[config.mk]
export PLATFORM = sky130hd
export DESIGN_NAME = piso_serializer_flat
export DESIGN_NICKNAME = d
export VERILOG_FILES = /design/src/rtl/piso_serializer_if.sv /design/src/rtl/piso_serializer.sv /design/src/flat_wrapper.sv
export SDC_FILE = /design/constraint.sdc
export NUM_CORES = 1
export LEC_CHECK = 0
export CAP_MARGIN = 20
export CORE_UTILIZATION = 45
export CTS_BUF_LIST = sky130_fd_sc_hd__clkbuf_8
export DETAILED_ROUTE_END_ITERATION = 7
export HOLD_SLACK_MARGIN = 0.1
export PLACE_DENSITY = 0.75
export SLEW_MARGIN = 25
export SYNTH_ARGS = -nofsm -noshare
export SYNTH_HDL_FRONTEND = slang
export SYNTH_SLANG_ARGS = --single-unit
[constraint.sdc]
create_clock -name clk -period 1.45 [get_ports clk]
set_clock_uncertainty 0.2 [all_clocks]
set_input_delay 0.29 -clock clk [delete_from_list [all_inputs] [get_ports clk]]
set_output_delay 0.29 -clock clk [all_outputs]
set_load 0.005 [all_outputs]
[src/rtl/piso_serializer_if.sv]
// Load handshake, pacing enable and serial-side status of the PISO serializer.
// The master side is the upstream word source; the slave side is the serializer.
interface piso_serializer_if #(
    parameter int WIDTH = 8
);
    logic [WIDTH-1:0] din;
    logic             load_valid;
    logic             load_ready;
    logic             shift_en;
    logic             so;
    logic             busy;
    logic             done;

    modport master (
        output din, load_valid, shift_en,
        input  load_ready, so, busy, done
    );

    modport slave (
        input  din, load_valid, shift_en,
        output load_ready, so, busy, done
    );
endinterface

[src/rtl/piso_serializer.sv]
// Parallel-in serial-out serializer: accepts a WIDTH-bit word over valid/ready
// and shifts it out MSB-first on a registered output, gapless between words.
module piso_serializer #(
    parameter int       WIDTH      = 8,
    parameter logic     IDLE_LEVEL = 1'b0
) (
    input logic               clk,
    input logic               rst,
    piso_serializer_if.slave  bus
);
    localparam int CW = $clog2(WIDTH);

    typedef enum logic {
        IDLE,
        SHIFT
    } state_t;

    state_t           state;
    state_t           state_nxt;
    logic [WIDTH-2:0] sreg;
    logic [CW-1:0]    cnt;
    logic             so_r;
    logic             busy_r;
    logic             done_r;
    logic             last;
    logic             ready;
    logic             accept;

    always_ff @(posedge clk) begin
        if (rst) state <= IDLE;
        else     state <= state_nxt;
    end

    always_comb begin
        state_nxt = state;
        case (state)
            IDLE:    if (accept) state_nxt = SHIFT;
            SHIFT:   if (last)   state_nxt = bus.load_valid ? SHIFT : IDLE;
            default: state_nxt = IDLE;
        endcase
    end

    // The final-bit edge doubles as an accept slot so words stream without a gap.
    always_comb begin
        last   = (state == SHIFT) && (cnt == '0) && bus.shift_en;
        ready  = !rst && ((state == IDLE) || last);
        accept = ready && bus.load_valid;
    end

    // sreg only holds the bits still waiting behind the one currently on so.
    always_ff @(posedge clk) begin
        if (rst) begin
            sreg   <= '0;
            cnt    <= '0;
            so_r   <= IDLE_LEVEL;
            busy_r <= 1'b0;
            done_r <= 1'b0;
        end else begin
            done_r <= last;
            if (accept) begin
                sreg   <= bus.din[WIDTH-2:0];
                cnt    <= CW'(WIDTH - 1);
                so_r   <= bus.din[WIDTH-1];
                busy_r <= 1'b1;
            end else if (last) begin
                so_r   <= IDLE_LEVEL;
                busy_r <= 1'b0;
            end else if ((state == SHIFT) && bus.shift_en) begin
                so_r <= sreg[WIDTH-2];
                sreg <= sreg << 1;
                cnt  <= cnt - 1'b1;
            end
        end
    end

    assign bus.load_ready = ready;
    assign bus.so         = so_r;
    assign bus.busy       = busy_r;
    assign bus.done       = done_r;
endmodule
[src/flat_wrapper.sv]
// flat-port wrapper written by rule: the top's interface ports become plain ports
module piso_serializer_flat 
#(
    parameter int       WIDTH      = 8,
    parameter logic     IDLE_LEVEL = 1'b0
)
  (clk, rst, bus_din, bus_load_valid, bus_shift_en, bus_load_ready, bus_so, bus_busy, bus_done);
  piso_serializer_if #(.WIDTH(WIDTH)) bus_i ();
  input logic clk;
  input logic rst;
  input wire logic [$bits(bus_i.din)-1:0] bus_din;
  input wire logic [$bits(bus_i.load_valid)-1:0] bus_load_valid;
  input wire logic [$bits(bus_i.shift_en)-1:0] bus_shift_en;
  output wire logic [$bits(bus_i.load_ready)-1:0] bus_load_ready;
  output wire logic [$bits(bus_i.so)-1:0] bus_so;
  output wire logic [$bits(bus_i.busy)-1:0] bus_busy;
  output wire logic [$bits(bus_i.done)-1:0] bus_done;
  assign bus_i.din = bus_din;
  assign bus_i.load_valid = bus_load_valid;
  assign bus_i.shift_en = bus_shift_en;
  assign bus_load_ready = bus_i.load_ready;
  assign bus_so = bus_i.so;
  assign bus_busy = bus_i.busy;
  assign bus_done = bus_i.done;
  piso_serializer #(.WIDTH(WIDTH), .IDLE_LEVEL(IDLE_LEVEL)) u_core (.clk(clk), .rst(rst), .bus(bus_i));
endmodule
==> results.py <==
metrics = {
    "run_status": {
        "run_status": "finished with violations",
        "failed_checks": "setup timing",
    },
    "die": {
        "ios": 16,
        "coreArea_sq_mm": 0.00138,
        "initial_core_util_pct": 51.5,
        "die_h_um": 41.8,
        "rows": 13,
        "die_area_sq_mm": 0.00175,
        "fp.dieW_um": 41.8,
    },
    "synth": {
        "syn-instance-count": 71,
        "syn_avg_cell_area_sq_um": 10.0,
        "synth_seq_cells": 14,
        "syn-num-nets": 85,
        "synth_area_sq_um": 712,
        "yosysSeqAreaShare_pct": 39.4,
        "yosysUniqueCellTypes": 29,
        "yosysWarnings": 0,
    },
    "place": {
        "pre_cts_ws_ns": -0.580,
        "port_buffers": 15,
        "routabilityCongestion": 0.710,
        "dp_hpwl_mm": 1.11,
        "postPlaceCellArea_sq_um": 977,
    },
    "timing": {
        "grt_setup_unrepaired": "yes",
        "post-route-period-util_pct": 118,
        "slew_violations": 0,
        "slew_headroom_pct": 81.8,
        "timing.final.ws_setup_ns": -0.255,
        "worst_slew_pin_slew_ns": 0.270,
        "period_minus_slack_ns": 1.70,
        "final_hold_viol_count": 0,
        "timing.fmax_mhz": 587,
        "setup_viol": 13,
    },
    "grt": {
        "grt_pass1_wl_mm": 2.76,
        "grt_usage_pct": 21.2,
        "gr-total-overflow": 0,
        "antenna_found_initial": 0,
        "grt_max_degree": 15,
        "grt_pass1_vias": 621,
    },
    "final_layout": {
        "final_nets": 121,
        "multiInputGateArea_sq_um": 474,
        "layout_commonest_cell": "buf_4",
        "num_antenna_cells": 0,
        "syn2layout_area_growth_pct": 68.2,
        "post-route-util_pct": 86.6,
        "fillCellCount": 75,
        "regArea_sq_um": 284,
        "drive_above_1_share_pct": 53.8,
        "final_cell_mix": "16 x buf_4, 11 x dfxtp_1, 10 x clkdlybuf4s50_1",
        "finish.instance_area_sq_mm": 0.00120,
    },
    "pwr": {
        "p_leak_nw": 0.501,
        "power_mw": 1.21,
        "power.switching_mw": 0.332,
        "p_int_mw": 0.874,
        "powerDensity_mw_per_mm2": 1010,
        "pwr-share-comb_pct": 30.3,
        "pwr-share-clk_pct": 32.4,
        "seqPwrFrac_pct": 37.3,
        "p_sw_share_pct": 27.5,
        "ir_drop_mv": 1.09,
    },
    "critical_path": {
        "crit_path_end_kind": "flop",
        "cp.required_ns": 1.37,
        "crit_path_top_delay_cell": "dfxtp_2",
        "slowest_delay_ns": 0.35,
        "cp_max_fo": 5,
        "crit-reg2reg-launch": "u_core.cnt[1]",
        "startpoint": "u_core.cnt[1]",
        "cp_cell_sequence": "inv_2, ha_4, and2b_4, nor2_4, clkbuf_16, mux2i_1, o22ai_1",
        "cp_num_buf_inv": 2,
        "cp-start-kind": "flop",
        "path_class": "reg2reg",
        "arrival_ns": 1.63,
        "critPathTopFamily": "flip-flops",
    },
    "drt": {
        "ant_nets": 0,
        "drt-total-wl_mm": 2.06,
        "dr.pass1.iters": 4,
        "wl_per_cell_um": 17.0,
        "viasPerCell": 5.34,
        "drt_iter0_markers": 8,
        "vias": 646,
        "drcViolationCount": 0,
    },
    "clocking": {
        "cts.sinks": 14,
        "cts_hold_buf": 0,
        "insertion_delay_ns": 0.24,
        "cts.htree.levels": 1,
        "clk_transition_reported_paths_ns": 0.06,
        "cts_max_path_buffers": 2,
        "cts_buffers": 3,
        "cts_tree": "built",
        "clockRootBuffer": "clkbuf_8",
    },
    "flow_run": {
        "drv_cap": 0,
    },
    "worst_hold_path": {
        "worstHoldPathType": "reg2reg",
        "hold_start": "u_core.bus.busy",
    },
}
-- path summary, 6_finish.rpt --
check                                        to  slack [ns]  cells past startpoint
worst max-delay path             u_core.sreg[4]       -0.25                      7
worst min register to register  u_core.bus.busy        0.28                      2
worst min-delay path            u_core.bus.busy        0.28                      2
worst max register to register   u_core.sreg[4]       -0.25                      7
-- routing by layer --
| layer | global-route usage (%) | vias to the layer above | share of wire [%] |
|---|---|---|---|
| met1 | 24.2 | 311 | 43 |
| met2 | 39.4 | 11 | 52 |
| met3 | 3.91 | 6 | 2.6 |
| li1 | - | 318 | - |
| met5 | 0 | - | 0 |
| met4 | 5.81 | 0 | 1.9 |
-- power groups by stage --
stage	clock [mW]	combinational [mW]	sequential, mW
floorplan	0	0.151	0.449
global placement	0	0.260	0.447
detailed placement	0	0.268	0.449
CTS	0.388	0.294	0.441
global route	0.406	0.387	0.453
finish	0.391	0.366	0.450
-- stage by stage --
stage | TNS [ns] | hold slack (ns) | std cells
after floorplan | -0.435 | 0.156 | 71
after global placement | -4.94 | 0.261 | 111
after detailed placement | -5.40 | 0.260 | 111
after CTS | -1.58 | 0.271 | 117
after global routing | -3.11 | 0.305 | 121
final | -2.58 | 0.281 | 121
-- repair_timing --
| action | CTS | global route |
|---|---|---|
| cloned | 0 | 1 |
| endpoints found under the setup margin | 16 | 13 |
| pin swaps | 4 | 6 |
| gates resized for setup | 18 | 16 |
| setup buffers | 2 | 3 |
| endpoints found under the hold margin | 0 | 0 |
-- registers in the layout, indices dropped and copies added (netlist names) --
register / cells
u_core.state: 1
u_core.sreg: 7
u_core.bus.done: 1
u_core.bus.so: 1
u_core.cnt: 3
u_core.bus.busy: 1
-- kinds of logic after synthesis --
family	after synthesis	synth area share (%)
and+or+nand+nor	19	15.8
AOI/OAI and AO/OA	15	20.2
DFF	14	39.4
buffers and inverters	13	9.84
muxes	7	10.0
adders and majority gates	2	3.51
xor gates and xnor gates	1	1.23
-- area by class of cell --
cell class	count	area share, %
clock buffers	4	4.60
inverters	9	2.82
multi-input cells	44	39.6
flip-flops and latches	14	23.7
well taps	15	1.57
repair buffers	35	27.7
-- worst min-delay path: stages (launching register included) --
cell and delay (ns):
dfxtp_1 0.31, nand3b_1 0.08, nand2_1 0.05
-- cell usage after synthesis, drive strengths merged --
| master | instances | area share [%] |
|---|---|---|
| a22oi | 1 | 1.1 |
| ha | 2 | 3.5 |
| nand2 | 4 | 2.5 |
| nand3 | 2 | 1.4 |
| o21ai | 1 | 0.70 |
| a21boi | 1 | 1.1 |
| and2b | 1 | 1.4 |
| buf | 3 | 4.6 |
| a21oi | 4 | 2.8 |
| clkbuf | 1 | 0.53 |
| nand2b | 1 | 0.88 |
| mux2 | 1 | 1.6 |
| o31ai | 1 | 1.1 |
| o22ai | 1 | 0.88 |
| nor2 | 4 | 3.2 |
| dfxtp | 14 | 39 |
| xnor2 | 1 | 1.2 |
| inv | 9 | 4.7 |
| mux2i | 6 | 8.4 |
| nor3b | 1 | 1.1 |
| nand3b | 2 | 2.1 |
| nor2b | 1 | 0.88 |
| and2 | 2 | 1.8 |
| a221oi | 6 | 13 |
| nor3 | 1 | 0.70 |
Note: power is estimated with default switching activity, not from simulation.
